**config.mk**
```make
export PLATFORM = sky130hd
export DESIGN_NAME = fetch_unit
export DESIGN_NICKNAME = d
export VERILOG_FILES = /design/src/rtl/fetch_unit.sv
export SDC_FILE = /design/constraint.sdc
export NUM_CORES = 1
export LEC_CHECK = 0
export ABC_AREA = 0
export CORE_MARGIN = 8
export CORE_UTILIZATION = 50
export CTS_CLUSTER_SIZE = 10
export DETAILED_ROUTE_END_ITERATION = 7
export PLACE_DENSITY = 0.76
export RECOVER_POWER = 100
export SLEW_MARGIN = 25
export SYNTH_ARGS = -nofsm -noshare
export SYNTH_HDL_FRONTEND = slang
export SYNTH_SLANG_ARGS = --single-unit
```
**constraint.sdc**
```tcl
create_clock -name clk -period 3.25 [get_ports clk]
set_input_delay 0.325 -clock clk [delete_from_list [all_inputs] [get_ports clk]]
set_output_delay 0.325 -clock clk [all_outputs]
set_load 0.1 [all_outputs]
```
**src/rtl/fetch_unit.sv**
```systemverilog
// fetch_unit: RV32I instruction fetch stage. Owns the PC, issues in-order word
// requests over a req/gnt/rvalid interface, queues returned instructions with
// their PCs toward ID, and flushes all younger state on an EX redirect.
module fetch_unit #(
  parameter logic [31:0] RESET_PC = 32'h0000_0000,
  parameter int unsigned DEPTH    = 4
) (
  input  logic        clk,
  input  logic        rst_n,
  input  logic        redirect_i,
  input  logic [31:0] redirect_pc_i,
  output logic        imem_req_o,
  output logic [31:0] imem_addr_o,
  input  logic        imem_gnt_i,
  input  logic        imem_rvalid_i,
  input  logic [31:0] imem_rdata_i,
  output logic        if_valid_o,
  output logic [31:0] if_pc_o,
  output logic [31:0] if_instr_o,
  input  logic        if_ready_i
);

  localparam int unsigned PW = $clog2(DEPTH);
  localparam int unsigned CW = PW + 1;
  localparam int unsigned DW = PW + 2;
  localparam logic [31:0] RESET_PC_A = {RESET_PC[31:2], 2'b00};

  logic [31:0]      fetch_pc;
  logic [31:0]      pc_q    [DEPTH];
  logic [31:0]      instr_q [DEPTH];
  logic [DEPTH-1:0] filled_q;
  logic [PW-1:0]    head_ptr;
  logic [PW-1:0]    fill_ptr;
  logic [PW-1:0]    alloc_ptr;
  logic [CW-1:0]    occ_cnt;
  logic [CW-1:0]    pend_cnt;
  logic [DW-1:0]    drop_cnt;
  logic             req_q;

  logic             grant;
  logic             pop;
  logic             resp_fill;
  logic             resp_drop;
  logic [CW-1:0]    occ_nxt;
  logic [DW-1:0]    drop_flush;

  always_comb begin
    imem_req_o  = req_q;
    imem_addr_o = fetch_pc;
    if_valid_o  = filled_q[head_ptr];
    if_pc_o     = filled_q[head_ptr] ? pc_q[head_ptr]    : '0;
    if_instr_o  = filled_q[head_ptr] ? instr_q[head_ptr] : '0;
  end

  always_comb begin
    grant      = req_q & imem_gnt_i;
    pop        = filled_q[head_ptr] & if_ready_i;
    resp_fill  = imem_rvalid_i & (drop_cnt == '0);
    resp_drop  = imem_rvalid_i & (drop_cnt != '0);
    occ_nxt    = occ_cnt + CW'(grant) - CW'(pop);
    drop_flush = drop_cnt + DW'(pend_cnt) + DW'(grant) - DW'(imem_rvalid_i);
  end

  // Slot payload only; validity is tracked by filled_q, so no reset is needed.
  always_ff @(posedge clk) begin
    if (!redirect_i) begin
      if (grant)     pc_q[alloc_ptr]   <= fetch_pc;
      if (resp_fill) instr_q[fill_ptr] <= imem_rdata_i;
    end
  end

  // req is registered from next-cycle occupancy so it never depends on inputs.
  always_ff @(posedge clk or negedge rst_n) begin
    if (!rst_n) begin
      fetch_pc  <= RESET_PC_A;
      req_q     <= 1'b0;
      filled_q  <= '0;
      head_ptr  <= '0;
      fill_ptr  <= '0;
      alloc_ptr <= '0;
      occ_cnt   <= '0;
      pend_cnt  <= '0;
      drop_cnt  <= '0;
    end else if (redirect_i) begin
      fetch_pc  <= redirect_pc_i & 32'hFFFF_FFFC;
      req_q     <= 1'b1;
      filled_q  <= '0;
      head_ptr  <= '0;
      fill_ptr  <= '0;
      alloc_ptr <= '0;
      occ_cnt   <= '0;
      pend_cnt  <= '0;
      drop_cnt  <= drop_flush;
    end else begin
      req_q    <= (occ_nxt < CW'(DEPTH));
      occ_cnt  <= occ_nxt;
      pend_cnt <= pend_cnt + CW'(grant) - CW'(resp_fill);
      if (grant) begin
        alloc_ptr <= alloc_ptr + PW'(1);
        fetch_pc  <= fetch_pc + 32'd4;
      end
      if (resp_fill) begin
        filled_q[fill_ptr] <= 1'b1;
        fill_ptr           <= fill_ptr + PW'(1);
      end
      if (resp_drop) drop_cnt <= drop_cnt - DW'(1);
      if (pop) begin
        filled_q[head_ptr] <= 1'b0;
        head_ptr           <= head_ptr + PW'(1);
      end
    end
  end

endmodule

```
## After elaboration in Yosys (flattened, before gate mapping)

Memories as Yosys holds them, arrays and structs flattened.
Index checks and enable logic that the tools add are counted.

- Word-level logic and storage cells: 74
- Bits in read-only memories: 0
- Latch bits: 0
- Output and inout bits: 98
- Bits in writable memories: 256
- Input bits: 70
- Memories kept: 2
- Register bits after elaboration: 53

Memory list:

| name | depth | bits a word | read ports | clocked after memory_dff | wr ports | line | source |
|---|---|---|---|---|---|---|---|
| instr_q | 4 | 32 | 1 | 0 | 1 | 30 | `logic [31:0] instr_q [DEPTH];` |
| pc_q | 4 | 32 | 1 | 0 | 1 | 29 | `logic [31:0] pc_q [DEPTH];` |

- Add/subtract/negate cells: 12
- $lt $le $gt $ge: 5
- Mux-type cells: 31
- Bitwise logic cells: 7
- Reductions and logical operators: 8
- Shift operators: 0
- Divide/modulo/power cells: 0
- Equal/unequal tests: 0
- Multiply operators: 0

Operators by type and width:

| cell | count |
|---|---|
| $mux 32 | 4 |
| $add 32x3->32 const B | 1 |
| $mux 4 | 6 |
| $mux 2 | 6 |
| $mux 1 | 10 |
| $reduce_bool 2->1 | 4 |
| $add 2x1->2 const B | 3 |
| $add 3x1->3 | 2 |
| $lt 2x3->1 const B | 2 |
| $mux 3 | 2 |
| $sub 3x1->3 | 2 |
| $add 4x1->4 | 1 |
| $add 4x3->4 | 1 |
| $and 1x1->1 | 4 |
| $and 4x4->4 | 1 |
| $demux 1 s2 | 2 |
| $ge 2x1->1 const B | 2 |
| $logic_not 4->1 | 1 |
| $not 4->4 | 1 |
| $or 4x4->4 | 1 |
| $reduce_bool 4->1 | 1 |
| $sub 4x1->4 | 1 |
| $sub 4x1->4 const B | 1 |
| $lt 3x3->1 const B | 1 |
| 2 further kinds | 3 |

## Logic depth before layout (Yosys ltp)

- Depth after elaboration: 10
- Depth in mapped cells: 10
- Mapped depth without buffers: 9

## Worst setup path after synthesis

No wires, ideal clock.

- Kind: register to register
- Start point: register req_q (netlist: imem_req_o)
- End point: memory pc_q[0][10] (enable)
- Required time: 2.789 ns
- Setup time: 0.461 ns
- Period minus slack after synthesis: 4.278 ns
- Arrival time: 3.816 ns
- Path slack: -1.028 ns
- Stages on the path, launching flop included: 4
- Path buffers: 1
- Cells stage by stage: dfrtp_1 -> nand2_1 -> buf_1 -> nor3b_1

- Word-level cells in the longest chain between the ends: 4

RTL lines:

| element | line | source |
|---|---|---|
| from (decl) | 38 | `logic req_q;` |
| from (signal assigned) | 95 | `req_q <= (occ_nxt < CW'(DEPTH));` |
| $and 1x1->1 | 56 | `grant = req_q & imem_gnt_i;` |
| $mux 1 | 67 | `if (grant) pc_q[alloc_ptr] <= fetch_pc;` |
| $mux 1 | 66 | `if (!redirect_i) begin` |
| $mux 1 (not written as such) | 67 |  |
| to (decl) | 29 |  |

No other way between the ends.

## Worst setup path in the final report

- Start point: register head_ptr[0]
- End point: output port if_pc_o[11]

- Word-level cells in the longest chain between the ends: 3
- Elaborated cells on any way between the ends: 4
- Those cells by class: mux (3); memory (1)

RTL lines:

| element | line | source |
|---|---|---|
| from (decl) | 32 | `logic [PW-1:0] head_ptr;` |
| from (signal assigned) | 109 | `head_ptr <= head_ptr + PW'(1);` |
| $bmux 1 s2 | 51 | `if_pc_o = filled_q[head_ptr] ? pc_q[head_ptr] : '0;` |
| $mux 1 (not written as such) | 51 |  |
| $mux 32 (*) | 51 |  |
| to (decl) | 18 | `output logic [31:0] if_pc_o,` |

Every way passes the cells marked *; elsewhere a longest branch is shown, timed or not. The select of a mux whose other input is x is not followed.

==> results.sh <==
export IMPL_outcome="finished, violations left"
export IMPL_violations="max-capacitance violations, max-slew violations"
export IMPL_fillers=1777
export IMPL_multi_input_area_um2=3605
export IMPL_nets=1031
export IMPL_dp_cells=1227
export IMPL_end_kind="output port"
export IMPL_yosysWarnings=0
export IMPL_cts_sinks=299
export IMPL_route_detailed_drc=0
export IMPL_grt_pass1_wl_um=42890
export IMPL_drt_first_pass_iters=6
export IMPL_htreeDepth=2
export IMPL_p_leak_nw=5.395
export IMPL_crit_path_max_fanout=63
export IMPL_antenna_found_initial=1
export IMPL_clockBufferDepth=3
export IMPL_ff_latch_area_um2=8728
export IMPL_async_flop_share_pct=17.06
export IMPL_hold_path_depth=3
export IMPL_synth_area_per_cell_um2=16.71
export IMPL_setup_slack_ps=227.1
export IMPL_finalCriticalPeriod_ps=3023
export IMPL_synth_common_cells="edfxtp_1, and2_1, mux4_2, dfrtp_1, nand2_1"
export IMPL_slew_headroom_pct=-40.35
export IMPL_synthFlopType="edfxtp_1"
export IMPL_port_buffers=161
export IMPL_first_iter_violations=480
export IMPL_clk_pin_slew_ps=60
export IMPL_startpoint_type="flop"
export IMPL_detail_route_vias_per_cell=5.575
export IMPL_synth_top_area_cell="edfxtp_1"
export IMPL_vias=7203
export IMPL_postRouteAntennaNets=0
export IMPL_fmax_ghz=0.3308
export IMPL_cts_tree="yes"
export IMPL_std_cell_rows=58
export IMPL_vdd_drop_max_uv=416.0
export IMPL_synth_edf_count=248
export IMPL_place_gp_congestion=0.7693
export IMPL_num_io_pins=168
export IMPL_slew_violations=37
export IMPL_required_ps=2920
export IMPL_finalHoldViolations=0
export IMPL_die_h_um=174.7
export IMPL_stdcell_count=1292
export IMPL_syn_area_um2=12600
export IMPL_synthDistinctLibCells=45
export IMPL_initial_core_util_pct=50.46
export IMPL_fin_crit_sh_pct=93.01
export IMPL_skew_ps=19.04
export IMPL_post_dp_hpwl_um=17330
export IMPL_fp_dieW_um=174.7
export IMPL_synth_cells=754
export IMPL_worstPathArrival_ps=2700
export IMPL_synth_area_top_cells="edfxtp_1, mux4_2, dfrtp_1"
export IMPL_numCtsBuffers=35
export IMPL_finalPower_mw=10.57
export IMPL_finalSetupViolCount=0
export IMPL_wl_per_cell_um=21.03
export IMPL_synth_most_common_cell="edfxtp_1"
export IMPL_clk_latency_ps=500
export IMPL_die_area_um2=30530
export IMPL_p_per_area_nw_per_um2=656.9
export IMPL_hold_ws_ps=327.6
export IMPL_diodes=0
export IMPL_routed_wl_um=27180
export IMPL_areaGrowthSynthToFinish_pct=27.71
export IMPL_yosysSeqAreaShare_pct=69.25
export IMPL_maxCapViolations=1
export IMPL_reg2reg_depth=6
export IMPL_grt_ovfl_total=0
export IMPL_grt_max_degree=67
export IMPL_ys_ff_latch=299
export IMPL_post_route_cells_drive_above_1_share_pct=19.54
export IMPL_grtUsageTotal_pct=17.88
export IMPL_grt_pass1_vias=7641
export IMPL_synth_top_cell_area_share_pct=59.12
export IMPL_hp_class="input port to flop"
export IMPL_core_area_um2=24960
export IMPL_dp_slack_ps=670.3
export IMPL_rsz0062_at_grt="no"
export IMPL_path_class="flop to output port"
export IMPL_worst_pin_slew_ps=2105
export IMPL_cts_root_buf="clkbuf_16"
path summary, 6_finish.rpt:
path	start	endpoint	slack, ps
max	head_ptr[0]	if_pc_o[11]	230
min	redirect_i	head_ptr[0]	330
min in group asynchronous	rst_n	imem_addr_o[11]	980
min reg2reg	imem_addr_o[31]	pc_q[1][31]	570
max reg2reg	drop_cnt[0]	instr_q[0][0]	370
max in group asynchronous	rst_n	imem_addr_o[25]	760
final cells by class:
class	instances	area share, %
clock buffer	62	6.206
clock inverter	2	0.1555
inverter	26	0.6066
multi-input combinational	391	22.41
sequential	299	54.25
tap	330	2.567
timing repair buffer	182	13.80
worst max-delay path, stage by stage, from the launching register on:
cell,delay (ps)
dfrtp_4,560
mux4_2,560
clkbuf_4,440
and2_0,370
buf_12,200
cells in the final DEF (no fill, tap or decap), types with 8 or more instances in the layout:
cell,synthesis,layout
nor2_1,28,28
clkbuf_1,27,57
a31oi_1,13,13
ha_1,22,22
nand2_1,35,35
edfxtp_1,248,248
clkdlybuf4s50_1,0,33
a21oi_1,10,10
and2_0,0,61
inv_1,25,25
mux4_2,63,63
dfrtp_1,51,49
o21ai_0,19,19
dlygate4sd3_1,0,39
o31ai_1,11,11
xnor2_1,18,18
clkbuf_16,0,36
buf_12,0,65
or4_1,15,16
clkbuf_2,0,8
nand3_1,14,14
nand4_1,10,10
sequential cells by signal, indices dropped and copies added (netlist names):
name / flops
imem_req_o: 1
alloc_ptr: 2
imem_addr_o: 30
occ_cnt: 3
drop_cnt: 4
pc_q: 120
head_ptr: 2
fill_ptr: 2
filled_q: 4
instr_q: 128
pend_cnt: 3
cells by family after synthesis:
family,share of synthesized area [%]
flip-flops,69.25
AND/OR/NAND/NOR,9.277
buffers and inverters,2.235
AO/OA/AOI/OAI,3.228
multiplexers,11.42
adder cells (fa/ha/maj),2.821
XOR/XNOR,1.738
other,0.02977
metrics by stage:
step	cell area (um2)	TNS, ps	util [%]
after detailed placement	15270	0	61.16
after global routing	16090	0	64.44
after CTS	16300	0	65.30
after global placement	15270	0	61.16
final	16090	0	64.44
after floorplan	12610	-123300	-
routing by layer:
layer  GRT usage, %  up-vias  wire length (um)
li1               -     3291                 -
met1          22.06     3653             10910
met2          30.94      217             14140
met3          3.907       40              1544
met4          5.687        2               571
met5              0        -                13
report_power, final:
group | total (mW) | switching (mW) | internal [mW]
Sequential | 4.63 | 0.197 | 4.43
Combinational | 2.45 | 1.60 | 0.851
Clock | 3.49 | 1.41 | 2.08
what timing repair did:
action | 4_1_cts | 5_1_grt
resized for setup | 0 | 0
hold buffers | 1 | 0
buffers inserted | 0 | 0
hold endpoints to repair | 34 | 0
Note: power is estimated with default switching activity, not from simulation.
